**config.mk**
```make
export PLATFORM = sky130hd
export DESIGN_NAME = matmul_stream_arbiter
export DESIGN_NICKNAME = d
export VERILOG_FILES = /design/src/rtl/matmul_pkg.sv /design/src/rtl/rr_arbiter2.sv /design/src/rtl/matmul_stream_arbiter.sv
export SDC_FILE = /design/constraint.sdc
export NUM_CORES = 1
export LEC_CHECK = 0
export ABC_AREA = 1
export BUFFER_PORTS_ARGS = -buffer_cell sky130_fd_sc_hd__buf_2
export CAP_MARGIN = 15
export CORE_AREA = 10 10 84 86
export CTS_BUF_LIST = sky130_fd_sc_hd__clkbuf_8 sky130_fd_sc_hd__clkbuf_16
export CTS_CLUSTER_DIAMETER = 200
export CTS_CLUSTER_SIZE = 24
export DETAILED_ROUTE_END_ITERATION = 8
export DIE_AREA = 0 0 94 96
export PLACE_DENSITY_LB_ADDON = 0.08
export SYNTH_ARGS = -nofsm -noshare
export SYNTH_HDL_FRONTEND = slang
export SYNTH_SLANG_ARGS = --single-unit
```
**constraint.sdc**
```tcl
create_clock -name axis_clk -period 3.1 [get_ports axis_clk]
set_input_delay 0.465 -clock axis_clk [delete_from_list [all_inputs] [get_ports axis_clk]]
set_output_delay 0.465 -clock axis_clk [all_outputs]
set_load 0.005 [all_outputs]
```
**src/rtl/matmul_pkg.sv**
```systemverilog
// Shared definitions for the matmul stream arbiter and the 4x4 matmul engine:
// arbiter state encoding, job sizes and the word ordering inside a job.
package matmul_pkg;

    typedef enum logic [1:0] {
        ARB_IDLE  = 2'd0,
        ARB_FEED  = 2'd1,
        ARB_DRAIN = 2'd2
    } arb_state_e;

    // Matrix dimension of the engine.
    localparam int MM_DIM       = 4;
    localparam int MM_MAT_WORDS = MM_DIM * MM_DIM;

    // One job: A row-major then B row-major in, C row-major out.
    localparam int MM_IN_WORDS  = 2 * MM_MAT_WORDS;
    localparam int MM_OUT_WORDS = MM_MAT_WORDS;

    // Word offsets of each matrix inside its stream.
    localparam int MM_A_BASE = 0;
    localparam int MM_B_BASE = MM_MAT_WORDS;
    localparam int MM_C_BASE = 0;

    // Stream position of element (row, col) of the matrix starting at base.
    function automatic int mm_word_idx(input int base, input int row, input int col);
        return base + row * MM_DIM + col;
    endfunction

endpackage

```
**src/rtl/rr_arbiter2.sv**
```systemverilog
// Two-way round-robin pick. A lone request always wins; on a tie the
// requester selected by rr_ptr_i wins. Purely combinational, one-hot out.
module rr_arbiter2 (
    input  logic [1:0] req_i,
    input  logic       rr_ptr_i,
    output logic [1:0] gnt_o
);

    // Resolve the request pair into a one-hot grant.
    always_comb begin
        gnt_o = 2'b00;
        case (req_i)
            2'b01:   gnt_o = 2'b01;
            2'b10:   gnt_o = 2'b10;
            2'b11:   gnt_o = rr_ptr_i ? 2'b10 : 2'b01;
            default: gnt_o = 2'b00;
        endcase
    end

endmodule

```
**src/rtl/matmul_stream_arbiter.sv**
```systemverilog
// Shares one 4x4 matmul stream engine between two AXI-Stream requesters.
// A grant covers a whole job: pIN_WORDS beats fed in, pOUT_WORDS beats
// drained back to the same requester. Jobs alternate round-robin.
// Both data paths are combinational pass-throughs gated by the FSM state;
// tlast toward the engine and toward the requester is regenerated from the
// beat counters.
// Optional build macro: MATMUL_ARB_TIMEOUT_EN adds a drain watchdog that
// abandons a job after pTIMEOUT cycles with no output handshake.
module matmul_stream_arbiter
    import matmul_pkg::*;
#(
    parameter int pDATA_WIDTH = 32,
    parameter int pIN_WORDS   = MM_IN_WORDS,
    parameter int pOUT_WORDS  = MM_OUT_WORDS,
    parameter int pTIMEOUT    = 1024
) (
    input  logic                   axis_clk,
    input  logic                   axis_rst_n,
    // requester 0
    input  logic                   ss0_tvalid,
    input  logic [pDATA_WIDTH-1:0] ss0_tdata,
    input  logic                   ss0_tlast,
    output logic                   ss0_tready,
    output logic                   sm0_tvalid,
    output logic [pDATA_WIDTH-1:0] sm0_tdata,
    output logic                   sm0_tlast,
    input  logic                   sm0_tready,
    // requester 1
    input  logic                   ss1_tvalid,
    input  logic [pDATA_WIDTH-1:0] ss1_tdata,
    input  logic                   ss1_tlast,
    output logic                   ss1_tready,
    output logic                   sm1_tvalid,
    output logic [pDATA_WIDTH-1:0] sm1_tdata,
    output logic                   sm1_tlast,
    input  logic                   sm1_tready,
    // engine
    output logic                   eng_ss_tvalid,
    output logic [pDATA_WIDTH-1:0] eng_ss_tdata,
    output logic                   eng_ss_tlast,
    input  logic                   eng_ss_tready,
    input  logic                   eng_sm_tvalid,
    input  logic [pDATA_WIDTH-1:0] eng_sm_tdata,
    input  logic                   eng_sm_tlast,
    output logic                   eng_sm_tready,
    // status
    output logic [1:0]             grant,
    output logic                   busy,
    output logic                   err_tlast,
    output logic                   timeout
);

    localparam int              CW       = $clog2(pIN_WORDS) + 1;
    localparam logic [CW-1:0]   IN_LAST  = CW'(pIN_WORDS - 1);
    localparam logic [CW-1:0]   OUT_LAST = CW'(pOUT_WORDS - 1);

    arb_state_e    state_q;
    logic [1:0]    grant_q;
    logic          rr_ptr_q;
    logic [CW-1:0] in_cnt_q;
    logic [CW-1:0] out_cnt_q;
    logic          err_q;

    logic [1:0]    pick;
    logic          own1;
    logic          in_last;
    logic          out_last;
    logic          in_hs;
    logic          out_hs;
    logic          req_tlast;

    // Engine output tlast is ignored (the count governs); pTIMEOUT only
    // matters with the watchdog built in.
    logic          unused_ok;
    assign unused_ok = eng_sm_tlast ^ (pTIMEOUT > 0);

    rr_arbiter2 u_rr (
        .req_i    ({ss1_tvalid, ss0_tvalid}),
        .rr_ptr_i (rr_ptr_q),
        .gnt_o    (pick)
    );

    assign own1      = grant_q[1];
    assign in_last   = (in_cnt_q == IN_LAST);
    assign out_last  = (out_cnt_q == OUT_LAST);
    assign in_hs     = (state_q == ARB_FEED) && eng_ss_tvalid && eng_ss_tready;
    assign out_hs    = (state_q == ARB_DRAIN) && eng_sm_tvalid && eng_sm_tready;
    assign req_tlast = own1 ? ss1_tlast : ss0_tlast;

    assign grant     = grant_q;
    assign busy      = (state_q != ARB_IDLE);
    assign err_tlast = err_q;

`ifdef MATMUL_ARB_TIMEOUT_EN
    localparam int            TW      = $clog2(pTIMEOUT) + 1;
    localparam logic [TW-1:0] WD_LAST = TW'(pTIMEOUT - 1);
    logic [TW-1:0] wd_q;
    logic          to_q;
    assign timeout = to_q;
`else
    assign timeout = 1'b0;
`endif

    // Steer the owner's streams to/from the engine; everything else idles at 0.
    always_comb begin
        eng_ss_tvalid = 1'b0;
        eng_ss_tdata  = '0;
        eng_ss_tlast  = 1'b0;
        ss0_tready    = 1'b0;
        ss1_tready    = 1'b0;
        eng_sm_tready = 1'b0;
        sm0_tvalid    = 1'b0;
        sm0_tdata     = '0;
        sm0_tlast     = 1'b0;
        sm1_tvalid    = 1'b0;
        sm1_tdata     = '0;
        sm1_tlast     = 1'b0;
        if (state_q == ARB_FEED) begin
            eng_ss_tvalid = own1 ? ss1_tvalid : ss0_tvalid;
            eng_ss_tdata  = own1 ? ss1_tdata  : ss0_tdata;
            eng_ss_tlast  = in_last;
            ss0_tready    = !own1 && eng_ss_tready;
            ss1_tready    = own1 && eng_ss_tready;
        end
        if (state_q == ARB_DRAIN) begin
            eng_sm_tready = own1 ? sm1_tready : sm0_tready;
            if (own1) begin
                sm1_tvalid = eng_sm_tvalid;
                sm1_tdata  = eng_sm_tdata;
                sm1_tlast  = out_last;
            end else begin
                sm0_tvalid = eng_sm_tvalid;
                sm0_tdata  = eng_sm_tdata;
                sm0_tlast  = out_last;
            end
        end
    end

    // Job FSM: grant in IDLE, count input beats in FEED, count results in DRAIN.
    always_ff @(posedge axis_clk or negedge axis_rst_n) begin
        if (!axis_rst_n) begin
            state_q   <= ARB_IDLE;
            grant_q   <= 2'b00;
            rr_ptr_q  <= 1'b0;
            in_cnt_q  <= '0;
            out_cnt_q <= '0;
            err_q     <= 1'b0;
`ifdef MATMUL_ARB_TIMEOUT_EN
            wd_q      <= '0;
            to_q      <= 1'b0;
`endif
        end else begin
            case (state_q)
                ARB_IDLE: begin
                    if (pick != 2'b00) begin
                        grant_q  <= pick;
                        in_cnt_q <= '0;
                        state_q  <= ARB_FEED;
                    end
                end
                ARB_FEED: begin
                    if (in_hs) begin
                        in_cnt_q <= in_cnt_q + 1'b1;
                        if (req_tlast != in_last)
                            err_q <= 1'b1;
                        if (in_last) begin
                            out_cnt_q <= '0;
                            state_q   <= ARB_DRAIN;
`ifdef MATMUL_ARB_TIMEOUT_EN
                            wd_q      <= '0;
`endif
                        end
                    end
                end
                ARB_DRAIN: begin
                    if (out_hs) begin
                        out_cnt_q <= out_cnt_q + 1'b1;
                        if (out_last) begin
                            state_q  <= ARB_IDLE;
                            grant_q  <= 2'b00;
                            rr_ptr_q <= grant_q[0];
                        end
`ifdef MATMUL_ARB_TIMEOUT_EN
                        wd_q <= '0;
                    end else if (wd_q == WD_LAST) begin
                        // Engine stopped producing: give up on this job.
                        to_q     <= 1'b1;
                        wd_q     <= '0;
                        state_q  <= ARB_IDLE;
                        grant_q  <= 2'b00;
                        rr_ptr_q <= grant_q[0];
                    end else begin
                        wd_q <= wd_q + 1'b1;
`endif
                    end
                end
                default: begin
                    state_q <= ARB_IDLE;
                    grant_q <= 2'b00;
                end
            endcase
        end
    end

endmodule
```
After elaboration in Yosys (flattened, before gate mapping):

Cells that the tools add are included.

* flip-flop bits (word level): 18
* bits of input ports: 107
* output and inout port bits: 110
* word-level logic and storage cells: 79

* $add $sub $neg: 2
* eq/ne operators: 13
* multiplexer cells: 39
* bitwise operators: 1
* reductions and logical operators: 18

Operators with widths (number)
* 32-bit two-way mux: 6
* 6-bit two-way mux: 5
* 6-bit case mux with 2 select lines: 2
* 2-bit case mux with 3 select lines: 3
* 1-bit two-way mux: 16
* 2-bit two-way mux: 7
* 6-bit by 1-bit adder with 6-bit output (second input constant): 2
* 2-bit inequality test (second input constant): 5
* 3-bit AND reduction: 3
* 4-bit AND reduction: 2
* 2-bit nonzero test: 4
* 2-bit == test (second input constant): 3
* 6-bit by 4-bit == test with 1-bit output (second input constant): 1
* 6-bit by 5-bit == test with 1-bit output (second input constant): 1
* 1-bit logical AND: 6
* 5-bit AND reduction: 1
* 2-bit by 1-bit == test with 1-bit output (second input constant): 2
* 2-bit zero test: 1
* 1-bit zero test: 1
* 1-bit inequality test: 1
* 1-bit NOT: 1

Logic depth before layout (Yosys ltp):

Gate-level depths: netlist of the first run.

* depth in word-level cells: 6
* mapped depth: 8
* gate-level depth less buffers: 8

Modules after synthesis:

From an unflattened synthesis of the first run, not the netlist that was laid out.

* cell total of the unflattened synthesis: 371
* area total of the unflattened synthesis: 2114.5 um2

Modules (own cells, without submodules)
* matmul_stream_arbiter: instances 1, cells an instance 366, area an instance 2094.5 um2, sequential area each 450.4 um2
* rr_arbiter2: instances 1, cells an instance 5, area an instance 20.0 um2, sequential area each 0.0 um2

Least setup slack after synthesis of the first run:

OpenSTA, ideal clock, no wires.

* kind: register -> output
* start point: register state_q[1]
* end point: output port eng_ss_tdata[21]
* arrival: 1.121 ns
* data required time: 2.635 ns
* path slack: 1.514 ns
* stages on the path, launching flop included: 6
* path buffers: 2
* cells stage by stage: dfrtp_1 nor2_4 inv_2 buf_2 buf_2 a21oi_1

* word-level cells in the longest chain between the ends: 2

RTL lines
* start, declared: line matmul_stream_arbiter.sv:57 `arb_state_e state_q;`
* start signal, assigned: line matmul_stream_arbiter.sv:142 `state_q <= ARB_IDLE;`
* start signal, assigned: line matmul_stream_arbiter.sv:158 `state_q <= ARB_FEED;`
* start signal, assigned: line matmul_stream_arbiter.sv:168 `state_q <= ARB_DRAIN;`
* 2-bit by 1-bit == test with 1-bit output: line matmul_stream_arbiter.sv:118 `if (state_q == ARB_FEED) begin`
* 32-bit two-way mux: line matmul_stream_arbiter.sv:118
* end, declared: line matmul_stream_arbiter.sv:39 `output logic [pDATA_WIDTH-1:0] eng_ss_tdata,`

No other way between the ends.

Worst setup path in the final report of the first run:

* start point: register grant_q[1] (netlist: grant[1])
* end point: output port eng_ss_tvalid

* word-level cells in the longest chain between the ends: 2

RTL lines
* start, declared: line matmul_stream_arbiter.sv:58 `logic [1:0] grant_q;`
* start signal, assigned: line matmul_stream_arbiter.sv:156 `grant_q <= pick;`
* 1-bit two-way mux: line matmul_stream_arbiter.sv:119 `eng_ss_tvalid = own1 ? ss1_tvalid : ss0_tvalid;`
* 1-bit two-way mux: line matmul_stream_arbiter.sv:118
* end, declared: line matmul_stream_arbiter.sv:38 `output logic eng_ss_tvalid,`

No other way between the ends.

==> results of run 1 <==
final cells by class:
| cell class | count | area, um^2 | share of cell area [%] |
|---|---|---|---|
| repair buffers | 215 | 1080 | 34.5 |
| inverters | 55 | 206 | 6.61 |
| clock buffers | 4 | 55.1 | 1.76 |
| flip-flops and latches | 18 | 450 | 14.4 |
| multi-input cells | 279 | 1240 | 39.8 |
| well taps | 72 | 90.1 | 2.88 |
cells in the mapped netlist, types with 2 or more instances:
| library cell | count | area [um^2] |
|---|---|---|
| nand2_1 | 110 | 413 |
| dfrtp_1 | 18 | 450 |
| nor3_1 | 5 | 25.0 |
| a21oi_1 | 35 | 175 |
| o21bai_1 | 2 | 15.0 |
| nand4_1 | 3 | 18.8 |
| ha_1 | 2 | 25.0 |
| clkbuf_1 | 3 | 11.3 |
| inv_2 | 6 | 22.5 |
| o21ai_1 | 3 | 15.0 |
| nand3_1 | 15 | 75.1 |
| buf_2 | 14 | 70.1 |
| nand3_4 | 2 | 35.0 |
| o211ai_1 | 2 | 15.0 |
| nand2_2 | 3 | 18.8 |
| inv_1 | 49 | 184 |
| nor2_1 | 83 | 312 |
| o21ai_0 | 4 | 20.0 |
| nor2_4 | 2 | 22.5 |
state kept, by name, summed over array words and instances (netlist names):
name and cells:
err_tlast 1, grant 2, state_q 2, in_cnt_q 6, out_cnt_q 6, rr_ptr_q 1
cells by family after synthesis:
| group | Yosys count |
|---|---|
| AND/OR/NAND/NOR | 225 |
| buffers and inverters | 73 |
| AO/OA/AOI/OAI | 49 |
| flip-flops | 18 |
| XOR/XNOR | 2 |
| adder cells (fa/ha/maj) | 2 |
| other | 1 |
metal layers:
layer  track usage, %  wire, um  up-vias
met5                0         0        -
met4             2.15       123        0
met1             21.4      3790     1283
met3             7.86      1130       14
li1                 -         -     1531
met2             34.1      4830      155
worst min-delay path by stage:
stage / cells after the start / end / from
global route: 1 / in_cnt_q[0] / axis_rst_n
CTS: 1 / in_cnt_q[2] / axis_rst_n
floorplan: 0 / err_tlast / axis_rst_n
detailed placement: 1 / in_cnt_q[2] / axis_rst_n
global placement: 1 / in_cnt_q[2] / axis_rst_n
finish: 1 / in_cnt_q[0] / axis_rst_n
power groups by stage:
stage          combinational (W)  sequential (W)  clock (W)
5_1_grt                 0.000465        0.000327   0.000211
3_5_place_dp            0.000410        0.000322          0
6_report                0.000405        0.000319   0.000195
2_1_floorplan           0.000229        0.000306          0
4_1_cts                 0.000412        0.000318   0.000200
3_3_place_gp            0.000402        0.000322          0
metrics by stage:
stage / hold WS (ns) / area [um^2] / setup slack (ns)
6_report: 0.129 / 3120 / 0.758
4_1_cts: 0.139 / 3120 / 0.751
3_5_place_dp: 0.420 / 3070 / 1.04
3_3_place_gp: 0.428 / 3070 / 1.03
2_1_floorplan: 0.169 / 1990 / 1.51
5_1_grt: 0.151 / 3120 / 0.538
==> reports/metrics.csv, run 1 <==
metric;value;unit
n_diodes;0;
first-pass GRT wire length;14200;um
clk buf depth;2;
Placed Instances;639;
most frequent cells in the layout;214 x buf_2, 110 x nand2_1, 83 x nor2_1;
unique cell type count in the Yosys netlist;28;
switching portion of total power;38.6;%
Die H;96;um
status;finished clean;
Synth Area in XOR/XNOR;0.881;%
simple-gate share of the synthesized area;47.0;%
vias in the first global route;2739;
mux cell area share after synthesis;0;%
main combinational cell family by area after synthesis;simple AND/OR/NAND/NOR gates;
Leakage;2.09;nW
MaxCap Viol Count;0;
ys async rst share;100;%
Detail Route Antenna Nets;0;
Post-CTS Setup Bufs;0;
CTS root buffer;clkbuf_8;
Slew Viols, Final;0;
Tcrit/Tclk final;75.5;%
# port buffers;214;
Clock transition at path regs;0.07;ns
initial antenna violation count;0;
Worst path depth;4;
TritonCTS clock tree;done;
CTS buffer count;3;
post-layout util;57.8;%
Reg-to-Reg Start;grant[1];
worst-path maximum fanout;35;
worst vdd ir;0.278;mV
CP top delay family;buffers and inverters;
flops & latches, synth;18;
syn avg cell area;5.38;um^2
FMAX;427;MHz
Synth Area in Compound Gates;13.1;%
Post-synth top flop;dfrtp_1;
Int Pwr;0.000564;W
Via density;4.64;
setup violators final;0;
Area Growth Syn to Fin;57.0;%
critical path class;reg2out;
Vias;2983;
HP Class;in2async;
reg2reg path depth;8;
num rows;27;
Slowest-stage cell, CP;dfrtp_1;
reg-to-reg endpoint;out_cnt_q[5];
crit path DAT;1.88;ns
switching power;0.000355;W
share of cells above drive strength 1;41.2;%
Routed wire per std cell;15.3;um
Routed WL;9870;um
clk_lat worst skew;0.26;ns
flop-to-flop setup slack;1.02;ns
Chip Width;94;um
GPL Wtd Cong;0.917;
drt pass-1 iters;4;
Critical Path RT;2.63;ns
critical-path cell list;inv_2 > nand2_1 > a21oi_1 > buf_2;
slew at the pin closest to its max-slew limit;0.657;ns
Post-Layout Cell Count;643;
IO Pins;217;
Clock power frac;21.2;%
Final Skew;0.00103;ns
largest net degree at the start of global routing;40;
relative slew slack;56.1;%
H-tree Lvls;1;
# fillers;547;
PwrDens;294;nW/um^2
Post-Syn Area;1990;um^2
combinational power share;44.1;%
TNS Setup;0;ns
Core Box Area;5410;um^2
crit end category;output pin;
Max stage delay on crit path;0.60;ns
Hold Buf Count CTS;0;
DRC;0;
Ys Warns;0;
final hold violation count;0;
min Tclk post-route;2.34;ns
commonest non-fill, non-tap cell in the layout;buf_2;
Tot Pwr;0.000919;W
initial DRC count;138;
crit path from;grant[1];
Layout Nets;681;
Total GRT Usage;19.1;%
# resized after CTS;0;
clock sinks;18;
Die Footprint;9020;um^2
Post-Synth Adder-Cell Area;1.26;%
Startpoint Class;register;
sequential-to-total area share from yosys stat;22.6;%
share of total power in sequential cells;34.7;%
post-DP HPWL;8430;um
Buf+Inv Stages, Crit Path;2;
Mapped Nets;479;
unrepaired setup endpoints after global routing;no;
crit path to;eng_ss_tvalid;
Syn Inst Count;370;
Starting Density;36.8;%
gr ovfl total;0;
EDFF count, synth;0;
(Power assumes the default switching activity.)
==> run 2, diff against run 1 <==
--- a/config.mk
+++ b/config.mk
@@ -8,12 +8,12 @@
 export ABC_AREA = 1
 export BUFFER_PORTS_ARGS = -buffer_cell sky130_fd_sc_hd__buf_2
 export CAP_MARGIN = 15
-export CORE_AREA = 10 10 84 86
+export CORE_AREA = 10 10 87 89
 export CTS_BUF_LIST = sky130_fd_sc_hd__clkbuf_8 sky130_fd_sc_hd__clkbuf_16
 export CTS_CLUSTER_DIAMETER = 200
 export CTS_CLUSTER_SIZE = 24
 export DETAILED_ROUTE_END_ITERATION = 8
-export DIE_AREA = 0 0 94 96
+export DIE_AREA = 0 0 97 99
 export PLACE_DENSITY_LB_ADDON = 0.08
 export SYNTH_ARGS = -nofsm -noshare
 export SYNTH_HDL_FRONTEND = slang
==> constraint.sdc (replaced) <==
create_clock -name axis_clk -period 2.3 [get_ports axis_clk]
set_input_delay 0.345 -clock axis_clk [delete_from_list [all_inputs] [get_ports axis_clk]]
set_output_delay 0.345 -clock axis_clk [all_outputs]
set_load 0.005 [all_outputs]
==> run 2 against run 1 <==
Net effect: sequential share of layout area down 0.086 points; design area up 0.60%; non-clock buffer count up 2; die area up 6.4%; largest power group unchanged; setup slack worse by 0.55 ns; sequential power up 32%; flip-flop and latch count unchanged; hold slack worse by 0.12 ns.
==> reports/metrics.csv, run 2 (same netlist as run 1, synthesis figures left out) <==
metric;value;unit;change
status;finished clean;;
Clock power frac;21.6;%;+0.4 points
Layout Nets;683;;+0.29%
HP Class;in2async;;
biggest regs;in_cnt_q (6), out_cnt_q (6);;
Routed wire per std cell;15.1;um;-1.5%
Die H;99;um;+3.1%
Reg-to-Reg Start;grant[1];;
reg2reg path depth;8;;unchanged
share of total power in sequential cells;33.4;%;-1.3 points
# resized after CTS;0;;unchanged
Via density;4.54;;-2.1%
Leakage;2.10;nW;+0.46%
crit path from;state_q[0];;
critical path class;reg2out;;
share of cells above drive strength 1;41.4;%;+0.21 points
Die Footprint;9600;um^2;+6.4%
vias in the first global route;2801;;+2.3%
crit end category;output pin;;
switching power;0.000488;W;+38%
H-tree Lvls;1;;unchanged
PwrDens;400;nW/um^2;+36%
final hold violation count;0;;unchanged
CTS buffer count;3;;unchanged
gr ovfl total;0;;unchanged
Core Box Area;5850;um^2;+8.2%
Routed WL;9800;um;-0.69%
n_diodes;0;;unchanged
Total GRT Usage;18.6;%;-0.46 points
Detail Route Antenna Nets;0;;unchanged
Int Pwr;0.000767;W;+36%
CTS root buffer;clkbuf_8;;
Startpoint Class;register;;
TritonCTS clock tree;done;;
clock sinks;18;;unchanged
Final Skew;0.00130;ns;+0.000272 ns
Critical Path RT;1.96;ns;-0.67 ns
min Tclk post-route;2.09;ns;
# port buffers;214;;unchanged
MaxCap Viol Count;0;;unchanged
Vias;2943;;-1.3%
crit path to;sm1_tdata[14];;
combinational power share;45.0;%;+0.9 points
initial DRC count;139;;+0.72%
num rows;28;;+3.7%
commonest non-fill, non-tap cell in the layout;buf_2;;
Fin Hold WS;0.0102;ns;-0.119 ns
largest net degree at the start of global routing;40;;unchanged
DRC;0;;unchanged
IO Pins;217;;unchanged
Clock transition at path regs;0.07;ns;about the same
unrepaired setup endpoints after global routing;no;;
FMAX;479;MHz;
post-DP HPWL;8300;um;-1.5%
Hold Buf Count CTS;0;;unchanged
drt pass-1 iters;5;;+1
Chip Width;97;um;+3.2%
slew at the pin closest to its max-slew limit;0.689;ns;+0.0315 ns
worst vdd ir;0.414;mV;+49%
Slew Viols, Final;0;;unchanged
switching portion of total power;38.9;%;+0.30 points
TNS Setup;0;ns;unchanged
Placement Cell Area;3090;um^2;+0.61%
initial antenna violation count;0;;unchanged
reg-to-reg endpoint;out_cnt_q[5];;
design area;3140;um^2;+0.60%
Area Growth Syn to Fin;58.0;%;
Post-CTS Setup Bufs;0;;unchanged
first-pass GRT wire length;15100;um;+6.3%
Starting Density;34.0;%;-2.8 points
Tcrit/Tclk final;90.8;%;
clk_lat worst skew;0.26;ns;about the same
most frequent cells in the layout;214 x buf_2, 110 x nand2_1, 83 x nor2_1;;
GPL Wtd Cong;0.819;;-11%
worst-path maximum fanout;34;;-2.9%
crit path DAT;1.74;ns;-0.14 ns
flop-to-flop setup slack;0.62;ns;-0.40 ns
relative slew slack;54.0;%;-2.1 points
clk buf depth;2;;unchanged
setup violators final;0;;unchanged
## run 2: power groups by stage
stage / clock [W] / combinational (W) / sequential (W)
after detailed placement: 0 / 0.000572 / 0.000424
final: 0.000272 / 0.000565 / 0.000420
after global placement: 0 / 0.000561 / 0.000425
after floorplan: 0 / 0.000308 / 0.000413
after global routing: 0.000293 / 0.000649 / 0.000427
after CTS: 0.000277 / 0.000575 / 0.000419
## run 2: critical path, stage by stage (launching register included)
cell and delay [ns]:
dfrtp_1 0.39, inv_2 0.09, nand2_2 0.15, inv_2 0.15
nand2_2 0.35, nor2_1 0.21, buf_2 0.15
## run 2: worst min-delay path by stage
stage | startpoint | to | depth (start not counted)
after floorplan | axis_rst_n | err_tlast | 0
after global placement | axis_rst_n | in_cnt_q[5] | 1
after detailed placement | axis_rst_n | in_cnt_q[5] | 1
after CTS | axis_rst_n | in_cnt_q[5] | 1
after global routing | axis_rst_n | in_cnt_q[0] | 1
final | axis_rst_n | in_cnt_q[5] | 1
## run 2: through the flow
step	worst slack (ns)	power [W]	utilization [%]	instances
floorplan	0.834	0.000721	-	370
global placement	0.497	0.000987	52.8	644
detailed placement	0.486	0.000995	52.8	644
CTS	0.194	0.00127	53.7	648
global route	0.00833	0.00137	53.7	648
finish	0.211	0.00126	53.7	648
## run 2: area by class of cell
class	count	area [um^2]
fillers	631	2710
multi-input cells	279	1240
repair buffers	217	1090
flip-flops and latches	18	450
inverters	55	206
well taps	75	93.8
clock buffers	4	55.1
## run 2: per-layer routing
| layer | global-route usage, % | wire length, um | up-vias |
|---|---|---|---|
| li1 | - | - | 1531 |
| met4 | 3.18 | 95 | 0 |
| met2 | 33.0 | 4840 | 135 |
| met3 | 6.84 | 907 | 8 |
| met1 | 21.1 | 3960 | 1269 |
| met5 | 0 | 0 | - |
==> run 3, diff against run 2 <==
--- a/config.mk
+++ b/config.mk
@@ -8,12 +8,15 @@
 export ABC_AREA = 1
 export BUFFER_PORTS_ARGS = -buffer_cell sky130_fd_sc_hd__buf_2
 export CAP_MARGIN = 15
-export CORE_AREA = 10 10 87 89
+export CELL_PAD_IN_SITES_DETAIL_PLACEMENT = 0
+export CELL_PAD_IN_SITES_GLOBAL_PLACEMENT = 1
+export CORE_AREA = 10 10 111 113
 export CTS_BUF_LIST = sky130_fd_sc_hd__clkbuf_8 sky130_fd_sc_hd__clkbuf_16
 export CTS_CLUSTER_DIAMETER = 200
 export CTS_CLUSTER_SIZE = 24
 export DETAILED_ROUTE_END_ITERATION = 8
-export DIE_AREA = 0 0 97 99
+export DIE_AREA = 0 0 121 123
+export GPL_TIMING_DRIVEN = 0
 export PLACE_DENSITY_LB_ADDON = 0.08
 export SYNTH_ARGS = -nofsm -noshare
 export SYNTH_HDL_FRONTEND = slang
==> run 3 against run 2 <==
Net effect: routed wire length rose by 6.6%; fmax increased by 2.7%; design area is 4.5% higher; flip-flop and latch count unchanged; critical path type unchanged; largest power group unchanged.
==> reports/metrics.csv, run 3 (same netlist as run 1, synthesis figures left out) <==
metric;value;unit;change
Chip Width;121;um;+25%
Slew Viols, Final;0;;unchanged
# port buffers;214;;unchanged
Int Pwr;0.000769;W;+0.19%
post-DP HPWL;9070;um;+9.3%
Layout Nets;698;;+2.2%
clk buf depth;2;;unchanged
biggest regs;in_cnt_q (6), out_cnt_q (6);;
share of total power in sequential cells;33.5;%;about the same
setup violators final;0;;unchanged
Tcrit/Tclk final;88.4;%;-2.4 points
CTS root buffer;clkbuf_8;;
DRC;0;;unchanged
Routed WL;10400;um;+6.6%
Hold Buf Count CTS;0;;unchanged
Die H;123;um;+24%
min Tclk post-route;2.03;ns;-0.0554 ns
most frequent cells in the layout;228 x buf_2, 110 x nand2_1, 83 x nor2_1;;
Routed wire per std cell;14.4;um;-4.6%
unrepaired setup endpoints after global routing;no;;
CTS buffer count;3;;unchanged
clk_lat worst skew;0.26;ns;about the same
MaxCap Viol Count;0;;unchanged
clock sinks;18;;unchanged
Die Footprint;14900;um^2;+55%
gr ovfl total;0;;unchanged
first-pass GRT wire length;15500;um;+2.7%
design area;3290;um^2;+4.5%
crit path DAT;1.69;ns;-0.05 ns
Vias;2961;;+0.61%
CP most frequent cell;buf_2;;
worst-path maximum fanout;10;;-71%
HP Class;in2async;;
Starting Density;19.6;%;-14 points
vias in the first global route;2927;;+4.5%
initial antenna violation count;1;;+1
switching portion of total power;38.9;%;about the same
Max stage delay on crit path;0.44;ns;+0.05 ns
TritonCTS clock tree;done;;
# resized after CTS;0;;unchanged
Placement Cell Area;3230;um^2;+4.6%
n_diodes;0;;unchanged
reg2reg path depth;8;;unchanged
drt pass-1 iters;4;;-1
Via density;4.09;;-9.9%
crit end category;output pin;;
Detail Route Antenna Nets;0;;unchanged
Startpoint Class;register;;
Total GRT Usage;12.6;%;-6.0 points
Leakage;2.14;nW;+2.2%
area of the multi-input gates;1240;um^2;unchanged
Clock power frac;21.3;%;-0.3 points
Fin Hold WS;0.0143;ns;+0.00407 ns
Post-CTS Setup Bufs;0;;unchanged
final hold violation count;0;;unchanged
TNS Setup;0;ns;unchanged
Tot Pwr;0.00126;W;+0.20%
combinational power share;45.2;%;+0.2 points
Slowest-stage cell, CP;dfrtp_1;;
register area;450;um^2;unchanged
worst vdd ir;0.237;mV;-43%
Clock transition at path regs;0.07;ns;about the same
num rows;37;;+32%
commonest non-fill, non-tap cell in the layout;buf_2;;
status;finished clean;;
# fillers;1190;;+89%
GPL Wtd Cong;0.789;;-3.6%
critical path class;reg2out;;
Core Box Area;10100;um^2;+73%
share of cells above drive strength 1;42.3;%;+0.99 points
critical-path cell list;nor2_4 > inv_2 > buf_2 > buf_2 > a21oi_1 > buf_2;;
FMAX;492;MHz;+2.7%
switching power;0.000489;W;+0.21%
Critical Path RT;1.96;ns;about the same
Final Skew;0.00155;ns;+0.000244 ns
PwrDens;383;nW/um^2;-4.2%
largest net degree at the start of global routing;19;;-53%
Area Growth Syn to Fin;65.2;%;
IO Pins;217;;unchanged
H-tree Lvls;1;;unchanged
initial DRC count;73;;-47%
run 3: path summary, 6_finish.rpt:
check                                   end  slack [ns]        start
max                        eng_ss_tdata[23]        0.27   state_q[1]
min                             in_cnt_q[0]        0.01   axis_rst_n
max reg2reg                    out_cnt_q[5]        0.74  in_cnt_q[0]
min reg2reg                       err_tlast        0.49    err_tlast
max in group asynchronous      out_cnt_q[3]        1.98   axis_rst_n
min in group axis_clk              grant[1]        0.39   ss1_tvalid
run 3: stage by stage:
stage / std cells / utilization [%] / worst slack [ns]
global route: 724 / 32.4 / 0.144
finish: 724 / 32.4 / 0.266
CTS: 724 / 32.4 / 0.222
global placement: 720 / 31.9 / 0.516
detailed placement: 720 / 31.9 / 0.514
floorplan: 370 / - / 0.834
run 3: power by group through the flow:
stage / registers, W / logic, W / clock network (W)
floorplan: 0.000413 / 0.000308 / 0
global placement: 0.000427 / 0.000577 / 0
detailed placement: 0.000428 / 0.000581 / 0
CTS: 0.000422 / 0.000584 / 0.000272
global route: 0.000433 / 0.000661 / 0.000293
finish: 0.000422 / 0.000569 / 0.000267
run 3: cell type report:
class                   count  area share (%)
inverters                  55            6.28
multi-input cells         279            37.9
well taps                 136            5.18
clock buffers               4            1.68
repair buffers            214            32.6
plain buffers              18            2.70
flip-flops and latches     18            13.7
run 3: routing by layer:
metal | vias up | share of wire, % | global-route usage, % | wire (um)
met1 | 1254 | 38 | 13.0 | 3960
met5 | - | 0.067 | 0 | 7
met3 | 4 | 13 | 6.52 | 1310
met4 | 2 | 0.34 | 1.58 | 36
li1 | 1562 | - | - | -
met2 | 139 | 49 | 22.9 | 5130
run 3: critical path, delay by kind of cell (launching register included):
| family | cells | cell delay (ns) |
|---|---|---|
| compound gates | 1 | 0.15 |
| flops | 1 | 0.44 |
| buf+inv | 4 | 0.61 |
| simple gates | 1 | 0.23 |
